===== src/rtl/intel8254_bus_master.sv =====
// Host-side bus master for an 8254 timer: turns byte, word and latched-read
// commands into timed cs_n/rd_n/wr_n cycles on the chip's 8-bit bus.
module intel8254_bus_master #(
    parameter int SETUP_CYC  = 1,
    parameter int STROBE_CYC = 2,
    parameter int HOLD_CYC   = 1
) (
    input  logic        clk,
    input  logic        rst,
    input  logic        req_valid,
    output logic        req_ready,
    input  logic [1:0]  req_op,
    input  logic [1:0]  req_addr,
    input  logic [15:0] req_wdata,
    output logic        rsp_valid,
    output logic [15:0] rsp_rdata,
    output logic        rsp_error,
    output logic        cs_n,
    output logic        rd_n,
    output logic        wr_n,
    output logic        a1,
    output logic        a0,
    output logic [7:0]  data_out,
    output logic        data_oe,
    input  logic [7:0]  data_in
);

    typedef enum logic [2:0] {
        IDLE,
        SETUP,
        STROBE,
        HOLD,
        RECOVER,
        RESP
    } state_t;

    localparam logic [1:0] OP_WR_BYTE = 2'b00;
    localparam logic [1:0] OP_RD_BYTE = 2'b01;
    localparam logic [1:0] OP_WR_WORD = 2'b10;
    localparam logic [1:0] OP_RD_LATCH = 2'b11;
    localparam logic [1:0] CTRL_ADDR  = 2'd3;

    localparam logic [3:0] SETUP_LD  = 4'(SETUP_CYC - 1);
    localparam logic [3:0] STROBE_LD = 4'(STROBE_CYC - 1);
    localparam logic [3:0] HOLD_LD   = 4'(HOLD_CYC - 1);

    state_t      state;
    state_t      next_state;
    logic [3:0]  cnt;
    logic [1:0]  byte_idx;
    logic [1:0]  op_q;
    logic [1:0]  addr_q;
    logic [15:0] wdata_q;
    logic [7:0]  lsb_q;
    logic [7:0]  msb_q;
    logic [15:0] rsp_rdata_q;
    logic        rsp_error_q;

    logic        accept;
    logic        req_bad;
    logic        bus_active;
    logic        cur_write;
    logic [1:0]  cur_addr;
    logic [7:0]  cur_data;
    logic [1:0]  last_idx;
    logic        strobe_last;

    assign accept      = req_valid && (state == IDLE);
    assign req_bad     = (req_op != OP_WR_BYTE) && (req_addr == CTRL_ADDR);
    assign bus_active  = (state == SETUP) || (state == STROBE) || (state == HOLD);
    assign strobe_last = (state == STROBE) && (cnt == 4'd0);

    // Per-byte descriptor: a latched read starts with a counter-latch control
    // write selecting the counter, then reads LSB and MSB from that counter.
    always_comb begin
        cur_write = 1'b1;
        cur_addr  = addr_q;
        cur_data  = wdata_q[7:0];
        last_idx  = 2'd0;
        case (op_q)
            OP_WR_BYTE: cur_write = 1'b1;
            OP_RD_BYTE: cur_write = 1'b0;
            OP_WR_WORD: begin
                last_idx = 2'd1;
                if (byte_idx == 2'd1) begin
                    cur_data = wdata_q[15:8];
                end
            end
            default: begin
                last_idx = 2'd2;
                if (byte_idx == 2'd0) begin
                    cur_addr = CTRL_ADDR;
                    cur_data = {addr_q, 6'b000000};
                end else begin
                    cur_write = 1'b0;
                end
            end
        endcase
    end

    always_ff @(posedge clk or posedge rst) begin
        if (rst) begin
            state <= IDLE;
        end else begin
            state <= next_state;
        end
    end

    always_comb begin
        next_state = state;
        case (state)
            IDLE: begin
                if (req_valid) begin
                    next_state = req_bad ? RESP : SETUP;
                end
            end
            SETUP:   if (cnt == 4'd0) next_state = STROBE;
            STROBE:  if (cnt == 4'd0) next_state = HOLD;
            HOLD:    if (cnt == 4'd0) next_state = RECOVER;
            RECOVER: next_state = (byte_idx == last_idx) ? RESP : SETUP;
            RESP:    next_state = IDLE;
            default: next_state = IDLE;
        endcase
    end

    // Dwell counter is reloaded on every state change and counts down to zero.
    always_ff @(posedge clk or posedge rst) begin
        if (rst) begin
            cnt <= 4'd0;
        end else if (next_state != state) begin
            case (next_state)
                SETUP:   cnt <= SETUP_LD;
                STROBE:  cnt <= STROBE_LD;
                HOLD:    cnt <= HOLD_LD;
                default: cnt <= 4'd0;
            endcase
        end else if (cnt != 4'd0) begin
            cnt <= cnt - 4'd1;
        end
    end

    always_ff @(posedge clk or posedge rst) begin
        if (rst) begin
            op_q     <= 2'b00;
            addr_q   <= 2'b00;
            wdata_q  <= 16'h0000;
            byte_idx <= 2'd0;
        end else if (accept) begin
            op_q     <= req_op;
            addr_q   <= req_addr;
            wdata_q  <= req_wdata;
            byte_idx <= 2'd0;
        end else if ((state == RECOVER) && (next_state == SETUP)) begin
            byte_idx <= byte_idx + 2'd1;
        end
    end

    // Read data is taken at the end of the strobe, when the chip has settled.
    always_ff @(posedge clk or posedge rst) begin
        if (rst) begin
            lsb_q <= 8'h00;
            msb_q <= 8'h00;
        end else if (strobe_last && !cur_write) begin
            if (byte_idx == 2'd2) begin
                msb_q <= data_in;
            end else begin
                lsb_q <= data_in;
            end
        end
    end

    // Response fields load only on entry to RESP and hold until the next one.
    always_ff @(posedge clk or posedge rst) begin
        if (rst) begin
            rsp_rdata_q <= 16'h0000;
            rsp_error_q <= 1'b0;
        end else if ((next_state == RESP) && (state != RESP)) begin
            rsp_error_q <= (state == IDLE);
            if (state == IDLE) begin
                rsp_rdata_q <= 16'h0000;
            end else if (op_q == OP_RD_BYTE) begin
                rsp_rdata_q <= {8'h00, lsb_q};
            end else if (op_q == OP_RD_LATCH) begin
                rsp_rdata_q <= {msb_q, lsb_q};
            end else begin
                rsp_rdata_q <= 16'h0000;
            end
        end
    end

    // Bus outputs decode straight from state so reset releases them at once.
    always_comb begin
        req_ready = (state == IDLE);
        rsp_valid = (state == RESP);
        cs_n      = !bus_active;
        wr_n      = !((state == STROBE) && cur_write);
        rd_n      = !((state == STROBE) && !cur_write);
        a1        = bus_active ? cur_addr[1] : 1'b0;
        a0        = bus_active ? cur_addr[0] : 1'b0;
        data_oe   = bus_active && cur_write;
        data_out  = (bus_active && cur_write) ? cur_data : 8'h00;
    end

    assign rsp_rdata = rsp_rdata_q;
    assign rsp_error = rsp_error_q;

endmodule


===== config.mk =====
export PLATFORM = sky130hd
export DESIGN_NAME = intel8254_bus_master
export DESIGN_NICKNAME = d
export VERILOG_FILES = /design/src/rtl/intel8254_bus_master.sv
export SDC_FILE = /design/constraint.sdc
export NUM_CORES = 1
export LEC_CHECK = 0
export CAP_MARGIN = 20
export CORE_MARGIN = 2
export CORE_UTILIZATION = 50
export CTS_BUF_LIST = sky130_fd_sc_hd__clkbuf_4 sky130_fd_sc_hd__clkbuf_8
export DETAILED_ROUTE_END_ITERATION = 10
export GPL_ROUTABILITY_DRIVEN = 0
export HOLD_SLACK_MARGIN = 0.08
export PLACE_DENSITY_LB_ADDON = 0.08
export SLEW_MARGIN = 5
export SYNTH_ARGS = -nofsm -noshare
export SYNTH_HDL_FRONTEND = slang
export SYNTH_SLANG_ARGS = --single-unit

===== constraint.sdc =====
create_clock -name clk -period 3.2 [get_ports clk]
set_clock_uncertainty 0.15 [all_clocks]
set_input_delay 0.64 -clock clk [delete_from_list [all_inputs] [get_ports clk]]
set_output_delay 0.64 -clock clk [all_outputs]
set_load 0.01 [all_outputs]

### After elaboration in Yosys (flattened, before gate mapping)

Cells that the tools add are included.

* $add $sub $neg: 2
* multipliers: 0
* divide/modulo/power cells: 0
* order comparisons: 0
* eq/ne operators: 17
* shifts and indexed selects: 0
* mux-type cells: 26
* bitwise logic cells: 1
* reduce and logical (&&, ||, !) cells: 28

Operator list (number)
* 16-bit 2-to-1 mux: 3
* 8-bit 2-to-1 mux: 3
* 3-bit 2-to-1 mux: 6
* 8-bit one-hot mux with 2 select lines: 1
* 3-bit one-hot mux with 5 select lines: 1
* 3-bit by 2-bit == test with 1-bit output, second input constant: 3
* 3-bit == test, second input constant: 3
* 1-bit logical AND: 9
* 2-bit == test, second input constant: 4
* 2-bit 2-to-1 mux: 4
* 4-bit 2-to-1 mux: 2
* 3-bit by 1-bit == test with 1-bit output, second input constant: 2
* 2-bit nonzero test: 3
* 2-bit by 1-bit == test with 1-bit output, second input constant: 2
* 1-bit zero test: 4
* 2-bit zero test: 2
* 4-bit zero test: 1
* 1-bit 2-to-1 mux: 4
* 2-bit one-hot mux with 2 select lines: 1
* 2-bit AND reduction: 2
* 4-bit nonzero test: 1
* 2-bit OR reduction: 2
* 4-bit by 1-bit subtractor with 4-bit output, second input constant: 1
* 3-bit zero test: 1
* other kinds (8): 9

* flip-flop bits (word level): 62
* latch bits: 0
* memory bits (writable): 0
* bits in read-only memories: 0
* input bits: 31
* output and inout bits: 33
* logic and storage cells: 84
* memories: 0

### Logic depth before layout (Yosys ltp)

Gate-level depths: netlist of run 1.

* depth in word-level cells: 10
* depth in mapped cells: 6

### Worst setup path before layout of run 1

Ideal clock, no wire load.

* path type: register to output
* start: register byte_idx[0]
* end: output port data_out[0]
* data arrival time: 1.519 ns
* required time: 2.410 ns
* slack: 0.891 ns
* stages on the path, launching flop included: 7
* buffers on the path: 1
* path through: dfrtp_1 > inv_1 > ha_1 > a21boi_2 > or3_1 > clkbuf_1 > nor2_1

* cells in the longest elaborated chain, start to end: 5
* elaborated cells on any way between the ends: 9
* those cells by class: eq/ne: 1; mux: 6; reduce/logical: 2

RTL lines
* start: declaration: line 50 `logic [1:0] byte_idx;`
* start signal: assignment: line 154 `byte_idx <= byte_idx + 2'd1;`
* 2-bit zero test: line 91 `if (byte_idx == 2'd0) begin`
* 1-bit 2-to-1 mux: line 91
* 1-bit one-hot mux with 2 select lines: line 80 `case (op_q)`
* 1-bit logical AND: line 201 `data_out = (bus_active && cur_write) ? cur_data : 8'h00;`
* 8-bit 2-to-1 mux *: line 201
* end: declaration: line 23 `output logic [7:0] data_out,`

Mark *: on every way between the ends. The rest lies on a longest branch, timed or not.

### Final worst setup path of run 1

* start: register byte_idx[1]
* end: output port data_out[3]

Same word-level chain as after synthesis.

==> results of run 1 <==
## critical path, stage by stage, from the launching register on
cell	delay, ns
dfrtp_1	0.40
inv_1	0.11
ha_1	0.24
mux2_2	0.29
nand2_2	0.14
a22oi_1	0.11
nor2_1	0.13
clkdlybuf4s50_1	0.55
## state kept, by name (all words and copies together), names as in the netlist
register and cells:
rsp_rdata 16, wdata_q 16, lsb_q 8, msb_q 8, cnt 4, state 3, addr_q 2, byte_idx 2
op_q 2, rsp_error 1
## logic make-up after synthesis
family                   share of synthesized area
buffers and inverters                       0.0332
adder cells (fa/ha/maj)                     0.0172
multiplexers                                 0.143
XOR/XNOR                                   0.00604
AO/OA/AOI/OAI                                0.128
flip-flops                                   0.535
AND/OR/NAND/NOR                              0.138
## what timing repair did
item,CTS,global route
pin swaps,0,0
setup buffers,0,1
setup endpoints to repair,8,8
hold endpoints to repair,0,0
gates resized for setup,3,3
## synthesized netlist by cell type, types with 2 or more instances
library cell,n,area (µm²)
nor3_1,4,20.0
o211ai_1,2,15.0
nand3b_1,2,15.0
nor3b_4,2,37.5
mux2_2,36,405
and3_1,2,12.5
o22ai_1,8,50.1
buf_2,5,25.0
a31oi_1,2,12.5
o21ai_0,7,35.0
nand2_1,25,93.8
a22oi_1,8,60.1
ha_1,4,50.1
a22o_1,8,70.1
dfrtp_1,62,1550
clkbuf_1,3,11.3
nor2b_1,2,12.5
inv_1,9,33.8
buf_4,2,15.0
nand2b_1,2,12.5
nand3_1,7,35.0
or3_1,3,18.8
a21oi_1,6,30.0
nor2_1,16,60.1
## through the flow
step,util,TNS [ns],cell area (µm²),hold slack (ns),instances
floorplan,-,0,2900,0.319,247
global placement,0.653,0,3620,0.325,377
detailed placement,0.653,0,3620,0.335,377
CTS,0.691,0,3830,0.355,392
global route,0.695,-0.00527,3850,0.373,393
finish,0.695,0,3850,0.346,393
## per-layer routing
layer | GRT usage | vias up
li1 | - | 1028
met3 | 0.0764 | 6
met1 | 0.279 | 1079
met2 | 0.343 | 51
met4 | 0.0763 | 0
met5 | 0 | -
## power breakdown
| group | internal (W) | switching [W] | total, W |
|---|---|---|---|
| logic | 0.00103 | 0.000898 | 0.00192 |
| registers | 0.00113 | 0.000255 | 0.00139 |
| clock network | 0.000406 | 0.000284 | 0.000691 |
## path summary, 6_finish.rpt
path	start	to	slack, ns	cells after the start
min reg2reg	lsb_q[1]$_DFFE_PP0P_	rsp_rdata[1]$_DFFE_PP0P_	0.35	1
max	byte_idx[1]$_DFFE_PP0P_	data_out[3]	0.11	7
min in group asynchronous	rst	wdata_q[10]$_DFFE_PP0P_	0.53	3
min	lsb_q[1]$_DFFE_PP0P_	rsp_rdata[1]$_DFFE_PP0P_	0.35	1
max reg2reg	byte_idx[0]$_DFFE_PP0P_	lsb_q[3]$_DFFE_PP0P_	0.94	6
max in group asynchronous	rst	byte_idx[1]$_DFFE_PP0P_	2.11	3
## cell type report
| type | instances | area, µm² |
|---|---|---|
| clock inverter | 3 | 43.8 |
| timing repair buffer | 70 | 696 |
| clock buffer | 12 | 159 |
| fill | 447 | 1690 |
| tap | 72 | 90.1 |
| multi-input combinational | 165 | 1280 |
| sequential | 62 | 1550 |
| inverter | 9 | 33.8 |
==> flow_metrics.env, run 1 <==
export IMPL_startpoint_type="register"
export IMPL_htreeDepth=3
export IMPL_final_cell_mix="63 x clkdlybuf4s50_1, 62 x dfrtp_1, 36 x mux2_2"
export IMPL_layout_drive_gt1_share=0.227
export IMPL_routed_wl_met2_um=3110
export IMPL_synth_edf_count=0
export IMPL_required_ns=2.41
export IMPL_ctsLongestPathBuffers=2
export IMPL_grt_overflow_total=0
export IMPL_top_level_ports=64
export IMPL_synth_nets=282
export IMPL_met1Wirelength_um=2750
export IMPL_area_growth_pct=32.7
export IMPL_dp_hpwl_um=4200
export IMPL_slew_violations=0
export IMPL_syn_inst=247
export IMPL_ys_seq_elements=62
export IMPL_grt_util_all_layers=0.218
export IMPL_clk_latency_ns=0.34
export IMPL_cts_root_buf="clkbuf_8"
export IMPL_die_h_um=80.2
export IMPL_top_layer_used="met4"
export IMPL_syn_cell_area_um2=2900
export IMPL_ys_types=44
export IMPL_vias_per_cell=5.51
export IMPL_finalWirelength_um=6230
export IMPL_initial_core_util=0.524
export IMPL_grt_pass1_vias=2223
export IMPL_drt_initial_drc_count=106
export IMPL_die_area_um2=6430
export IMPL_max_slew_worst_pin_slew_ns=0.621
export IMPL_max_freq_mhz=323
export IMPL_grt_max_degree=63
export IMPL_period_needed_ns=3.09
export IMPL_cts_num_sinks=62
export IMPL_crit_type="register to output pin"
export IMPL_drc_errors=0
export IMPL_yosys_most_used_dff="dfrtp_1"
export IMPL_drt_first_pass_iters=4
export IMPL_die_w_um=80.2
export IMPL_ir_worst_vdd_mv=0.521
export IMPL_status="finished, final reports clean"
export IMPL_cts_buffers=9
export IMPL_grt_first_pass_wirelength_um=10600
export IMPL_fin_ws_ns=0.107
export IMPL_hold_viol=0
export IMPL_layout_commonest_cell="clkdlybuf4s50_1"
export IMPL_wl_met3_um=315
export IMPL_max_cap_violations=0
export IMPL_post_drt_wl_per_cell_um=15.9
export IMPL_post_route_period_util=0.966
export IMPL_power_w=0.00400
export IMPL_antenna_cells=0
export IMPL_core_area_um2=5540
export IMPL_arrival_ns=2.30
export IMPL_vias=2164
export IMPL_numPortBuffers=63
export IMPL_finalNetCount=352
export IMPL_finalSetupViolations=0
export IMPL_rows=27
export IMPL_cp_max_fo=7
export IMPL_syn_area_per_cell_um2=11.7
export IMPL_async_flop_share=1.00
export IMPL_power_density_nw_per_um2=1040
export IMPL_p_leak_nw=1.63
export IMPL_antenna_left=0
export IMPL_hold_buffers=0
export IMPL_pre_cts_ws_ns=0.301
export IMPL_cts_tree="built"
export IMPL_slew_headroom=0.583
export IMPL_hold_path_class="register to register"
export IMPL_yosys_warnings=0
export IMPL_end_kind="output pin"
export IMPL_grt_antenna_before_repair=0
export IMPL_clk_pin_slew_ns=0.07
export IMPL_ys_seq_area_frac=0.535
No activity file was read; power rests on OpenSTA's default activity.
==> inputs of run 2 (changes only) <==
Settings changed: CORE_MARGIN 2 to 8, SETUP_SLACK_MARGIN from default to 0.3.
==> flow_metrics.env, run 2 (synthesis results as in run 1) <==
export IMPL_status="finished, final reports clean"
export IMPL_cts_tree="built"
export IMPL_slew_violations=0
export IMPL_required_ns=2.41
export IMPL_ff2ff_path_depth=6
export IMPL_cp_slowest_cell="dfrtp_2"
export IMPL_slowest_delay_ns=0.44
export IMPL_drt_initial_drc_count=84
export IMPL_clk_pin_slew_ns=0.07
export IMPL_clk_latency_ns=0.35
export IMPL_rr_endpoint="lsb_q[2]$_DFFE_PP0P_"
export IMPL_drt_first_pass_iters=4
export IMPL_grt_util_all_layers=0.169
export IMPL_grt_max_degree=63
export IMPL_end_kind="output pin"
export IMPL_grt_busiest_layer="met2"
export IMPL_regArea_um2=1550
export IMPL_regToRegStartpoint="cnt[0]$_DFFE_PP0P_"
export IMPL_hold_path_end="rsp_rdata[4]$_DFFE_PP0P_"
export IMPL_min_path_cells=1
export IMPL_num_fill_cells=416
export IMPL_initial_core_util=0.524
export IMPL_fin_util=0.707
export IMPL_layout_drive_gt1_share=0.246
export IMPL_antenna_cells=0
export IMPL_post_drt_wl_per_cell_um=17.3
export IMPL_startpoint_type="register"
export IMPL_rows=27
export IMPL_finalNetCount=355
export IMPL_die_w_um=92.2
export IMPL_pre_cts_ws_ns=0.300
export IMPL_post_route_period_util=0.888
export IMPL_period_needed_ns=2.84
export IMPL_area_growth_pct=35.0
export IMPL_grt_antenna_before_repair=0
export IMPL_finalWirelength_um=6850
export IMPL_ctsLongestPathBuffers=2
export IMPL_max_cap_violations=0
export IMPL_finalSetupViolations=0
export IMPL_cts_buffers=9
export IMPL_grt_first_pass_wirelength_um=11400
export IMPL_cts_num_sinks=62
export IMPL_hold_start="lsb_q[4]$_DFFE_PP0P_"
export IMPL_power_density_nw_per_um2=1060
export IMPL_arrival_ns=2.05
export IMPL_htreeDepth=3
export IMPL_worst_path_buf_inv=3
export IMPL_numPortBuffers=63
export IMPL_p_leak_nw=1.70
export IMPL_max_slew_worst_pin_slew_ns=0.771
export IMPL_r2r_slack_ns=0.97
export IMPL_top_level_ports=64
export IMPL_rsz0062_at_grt="yes"
export IMPL_die_h_um=92.2
export IMPL_vias_per_cell=5.39
export IMPL_fin_ws_ns=0.358
export IMPL_crit_chain="inv_2 -> ha_4 -> a21boi_2 -> or3_4 -> buf_4 -> nor2_1 -> dlygate4sd2_1"
export IMPL_crit_type="register to output pin"
export IMPL_globalRouteMet3Util=0.0538
export IMPL_multi_input_area_um2=1280
export IMPL_layout_commonest_cell="dfrtp_1"
export IMPL_max_freq_mhz=352
export IMPL_hold_viol=0
export IMPL_grt_overflow_total=0
export IMPL_crit_family="buffers and inverters"
export IMPL_vias=2140
export IMPL_grt_pass1_vias=2327
export IMPL_dpl_cell_area_um2=3600
export IMPL_hold_path_class="register to register"
export IMPL_die_area_um2=8500
export IMPL_core_area_um2=5540
export IMPL_met1_usage=0.195
export IMPL_final_area_um2=3920
export IMPL_cp_max_fo=7
export IMPL_antenna_left=0
export IMPL_drc_errors=0
export IMPL_power_w=0.00416
export IMPL_dp_hpwl_um=4730
export IMPL_ir_worst_vdd_mv=0.563
export IMPL_slew_headroom=0.486
export IMPL_cts_root_buf="clkbuf_8"
export IMPL_final_cell_mix="60 x dfrtp_1, 54 x clkdlybuf4s50_1, 36 x mux2_2"
export IMPL_final_setup_tns_ns=0
export IMPL_met2_usage=0.287
## run 2: cell types whose count changed in the layout (fill, tap and decap cells not counted), moves of 2 or more
cell             previous run  this run
dfrtp_2                     0         2
dfrtp_1                    62        60
clkdlybuf4s50_1            63        54
dlygate4sd2_1               0         6
bufinv_16                   1         3
dlymetal6s2s_1              0         2
buf_4                       6        10
## run 2: what timing repair did
item | 4_1_cts | 5_1_grt
hold buffers | 0 | 0
setup endpoints to repair | 10 | 7
endpoints found under the hold margin | 0 | 0
pin swaps | 0 | 0
resized for setup | 14 | 7
setup buffers | 4 | 0
## run 2: cell type report
type / count / share of cell area
Inverter: 9 / 0.00863
Multi-Input combinational cell: 165 / 0.328
Clock buffer: 11 / 0.0371
Tap cell: 72 / 0.0230
Clock inverter: 5 / 0.0272
Sequential cell: 62 / 0.397
Timing Repair Buffer: 73 / 0.180
## run 2: stage by stage
stage          hold slack [ns]  instances
2_1_floorplan            0.319        247
3_3_place_gp             0.326        377
3_5_place_dp             0.336        377
4_1_cts                  0.354        397
5_1_grt                  0.359        397
6_report                 0.351        397
## run 2: worst max-delay path by stage
stage	cells past startpoint	endpoint	from
after floorplan	1	addr_q[0]$_DFFE_PP0P_	rst
final	7	data_out[3]	byte_idx[0]$_DFFE_PP0P_
after CTS	6	data_out[1]	byte_idx[0]$_DFFE_PP0P_
after global routing	5	data_out[3]	state[1]$_DFF_PP0_
after detailed placement	6	data_out[3]	byte_idx[0]$_DFFE_PP0P_
after global placement	6	data_out[2]	byte_idx[0]$_DFFE_PP0P_
## run 2: layer usage
| layer | vias to the layer above | part of all wire |
|---|---|---|
| met3 | 7 | 0.043 |
| met4 | 0 | 0.0099 |
| met2 | 45 | 0.51 |
| met5 | - | 0 |
| met1 | 1061 | 0.43 |
| li1 | 1027 | - |
## run 2: worst register-to-register path, stage by stage, from the launching register on
cell and delay, ns:
dfrtp_1 0.38, inv_1 0.08, ha_1 0.20, nor3b_2 0.18, buf_4 0.20, nor3b_4 0.52
mux2_2 0.41
## run 2: report_power, final
part	switching (W)	leakage [nW]	total, W	internal (W)
combinational	0.000889	0.805	0.00189	0.00100
clock	0.000312	0.123	0.000861	0.000549
sequential	0.000273	0.775	0.00141	0.00113
==> inputs of run 3 (changes only) <==
--- a/config.mk
+++ b/config.mk
@@ -6,5 +6,4 @@
 export NUM_CORES = 1
 export LEC_CHECK = 0
-export CAP_MARGIN = 20
 export CORE_MARGIN = 8
 export CORE_UTILIZATION = 50
@@ -13,4 +12,5 @@
 export GPL_ROUTABILITY_DRIVEN = 0
 export HOLD_SLACK_MARGIN = 0.08
+export MAX_ROUTING_LAYER = met4
 export PLACE_DENSITY_LB_ADDON = 0.08
 export SETUP_SLACK_MARGIN = 0.3
==> constraint.sdc (replaced) <==
create_clock -name clk -period 3.2 [get_ports clk]
set_clock_uncertainty 0.15 [all_clocks]
set_input_delay 0.96 -clock clk [delete_from_list [all_inputs] [get_ports clk]]
set_output_delay 0.96 -clock clk [all_outputs]
set_load 0.01 [all_outputs]
==> flow_metrics.env, run 3 (synthesis results as in run 1) <==
export IMPL_slowest_delay_ns=0.42
export IMPL_arrival_ns=1.77
export IMPL_numPortBuffers=63
export IMPL_p_comb_frac=0.485
export IMPL_pwr_share_clk=0.182
export IMPL_antenna_left=0
export IMPL_r2r_slack_ns=1.00
export IMPL_grt_overflow_total=0
export IMPL_power_density_nw_per_um2=1060
export IMPL_die_w_um=92.2
export IMPL_antenna_cells=0
export IMPL_rsz0062_at_grt="yes"
export IMPL_slew_headroom=0.549
export IMPL_hold_path_class="register to register"
export IMPL_post_drt_wl_per_cell_um=17.3
export IMPL_slew_violations=0
export IMPL_grt_max_degree=63
export IMPL_rr_endpoint="rsp_rdata[15]$_DFFE_PP0P_"
export IMPL_layout_commonest_cell="dfrtp_1"
export IMPL_rows=27
export IMPL_vias=2220
export IMPL_post_route_period_util=0.900
export IMPL_required_ns=2.09
export IMPL_grt_first_pass_wirelength_um=11700
export IMPL_finalNetCount=365
export IMPL_layout_drive_gt1_share=0.319
export IMPL_max_cap_violations=0
export IMPL_drt_first_pass_iters=4
export IMPL_dp_hpwl_um=4820
export IMPL_drt_initial_drc_count=93
export IMPL_grt_util_all_layers=0.175
export IMPL_end_kind="output pin"
export IMPL_cts_root_buf="clkbuf_8"
export IMPL_final_cell_mix="60 x dfrtp_1, 49 x clkdlybuf4s50_1, 35 x mux2_2"
export IMPL_crit_chain="buf_6 -> ha_4 -> mux2_4 -> nand2_8 -> a22oi_1 -> nor2_1 -> buf_2"
export IMPL_htreeDepth=3
export IMPL_finalSetupViolations=0
export IMPL_ff2ff_path_depth=6
export IMPL_max_freq_mhz=347
export IMPL_grt_pass1_vias=2325
export IMPL_area_growth_pct=37.4
export IMPL_grt_antenna_before_repair=0
export IMPL_final_cells=407
export IMPL_finalWirelength_um=7050
export IMPL_clk_pin_slew_ns=0.08
export IMPL_whs_ns=0.350
export IMPL_status="finished, final reports clean"
export IMPL_hold_viol=0
export IMPL_setup_worst_path_start="byte_idx[0]$_DFFE_PP0P_"
export IMPL_cts_tree="built"
export IMPL_ir_worst_vdd_mv=0.561
export IMPL_cp_slowest_cell="dfrtp_1"
export IMPL_cts_buffers=9
export IMPL_ctsLongestPathBuffers=2
export IMPL_core_area_um2=5540
export IMPL_p_sw_w=0.00156
export IMPL_cp_max_fo=7
export IMPL_die_area_um2=8500
export IMPL_max_slew_worst_pin_slew_ns=0.675
export IMPL_clk_latency_ns=0.33
export IMPL_setup_worst_path_end="data_out[0]"
export IMPL_p_int_w=0.00265
export IMPL_placedCellCount=385
export IMPL_p_sw_frac=0.370
export IMPL_crit_type="register to output pin"
export IMPL_top_level_ports=64
export IMPL_vias_per_cell=5.45
export IMPL_initial_core_util=0.524
export IMPL_power_frac_seq=0.332
export IMPL_drc_errors=0
export IMPL_period_needed_ns=2.88
export IMPL_power_w=0.00421
export IMPL_die_h_um=92.2
export IMPL_final_setup_tns_ns=0
export IMPL_cts_num_sinks=62
export IMPL_startpoint_type="register"
export IMPL_regToRegStartpoint="op_q[1]$_DFFE_PP0P_"
export IMPL_p_leak_nw=1.73
run 3: cell types whose count changed in the layout (fill, tap and decap cells not counted), moves of 3 or more:
cell	delta
a22oi_1	-4
a22oi_2	+4
buf_2	+7
buf_4	+8
clkdlybuf4s50_1	-5
dlygate4sd2_1	-3
run 3: how the worst min path moves through the flow:
stage	from	to	slack (ns)	cells past startpoint
CTS	lsb_q[1]$_DFFE_PP0P_	rsp_rdata[1]$_DFFE_PP0P_	0.35	1
finish	lsb_q[1]$_DFFE_PP0P_	rsp_rdata[1]$_DFFE_PP0P_	0.35	1
floorplan	lsb_q[0]$_DFFE_PP0P_	rsp_rdata[0]$_DFFE_PP0P_	0.32	1
global route	msb_q[5]$_DFFE_PP0P_	msb_q[5]$_DFFE_PP0P_	0.37	1
detailed placement	lsb_q[1]$_DFFE_PP0P_	rsp_rdata[1]$_DFFE_PP0P_	0.33	1
global placement	lsb_q[1]$_DFFE_PP0P_	rsp_rdata[1]$_DFFE_PP0P_	0.32	1
run 3: stage by stage:
step / instance area [µm²] / worst slack, ns / util
after floorplan: 2900 / 0.549 / -
after global placement: 3680 / 0.144 / 0.664
after detailed placement: 3680 / 0.0883 / 0.664
after CTS: 3930 / 0.228 / 0.709
after global routing: 3990 / 0.245 / 0.720
final: 3990 / 0.319 / 0.720
run 3: power groups by stage:
stage                     registers, W  clock network (W)  logic (W)
final                          0.00140           0.000768    0.00204
after global routing           0.00145           0.000813    0.00224
after CTS                      0.00138           0.000776    0.00198
after detailed placement       0.00139                  0    0.00197
after global placement         0.00138                  0    0.00193
after floorplan                0.00134                  0    0.00118
run 3: critical path: cells and delay by family (launching register included):
| kind | cells | cell delay, ns |
|---|---|---|
| AOI/OAI and AO/OA | 1 | 0.09 |
| muxes | 1 | 0.30 |
| DFF | 1 | 0.42 |
| adders and majority gates | 1 | 0.16 |
| buffers and inverters | 2 | 0.27 |
| and+or+nand+nor | 2 | 0.18 |
run 3: area by class of cell:
class	instances	area (µm²)
flip-flops and latches	62	1550
repair buffers	83	751
inverters	9	33.8
clock buffers	10	138
clock inverters	6	85.1
fillers	427	1550
well taps	72	90.1
multi-input cells	165	1340
run 3: layer usage:
layer  vias to the layer above  GRT usage  routed length (µm)
li1                       1052          -                   -
met5                         -          -                   0
met3                         8     0.0375                 243
met2                        44      0.277                3600
met1                      1116      0.217                3130
met4                         0     0.0631                  73
run 3: timing repair:
item                       in CTS  in global routing
buffers inserted                2                  4
hold buffers                    0                  0
pin swaps                       1                 14
setup endpoints to repair      15                 12
gates resized for setup        48                 16
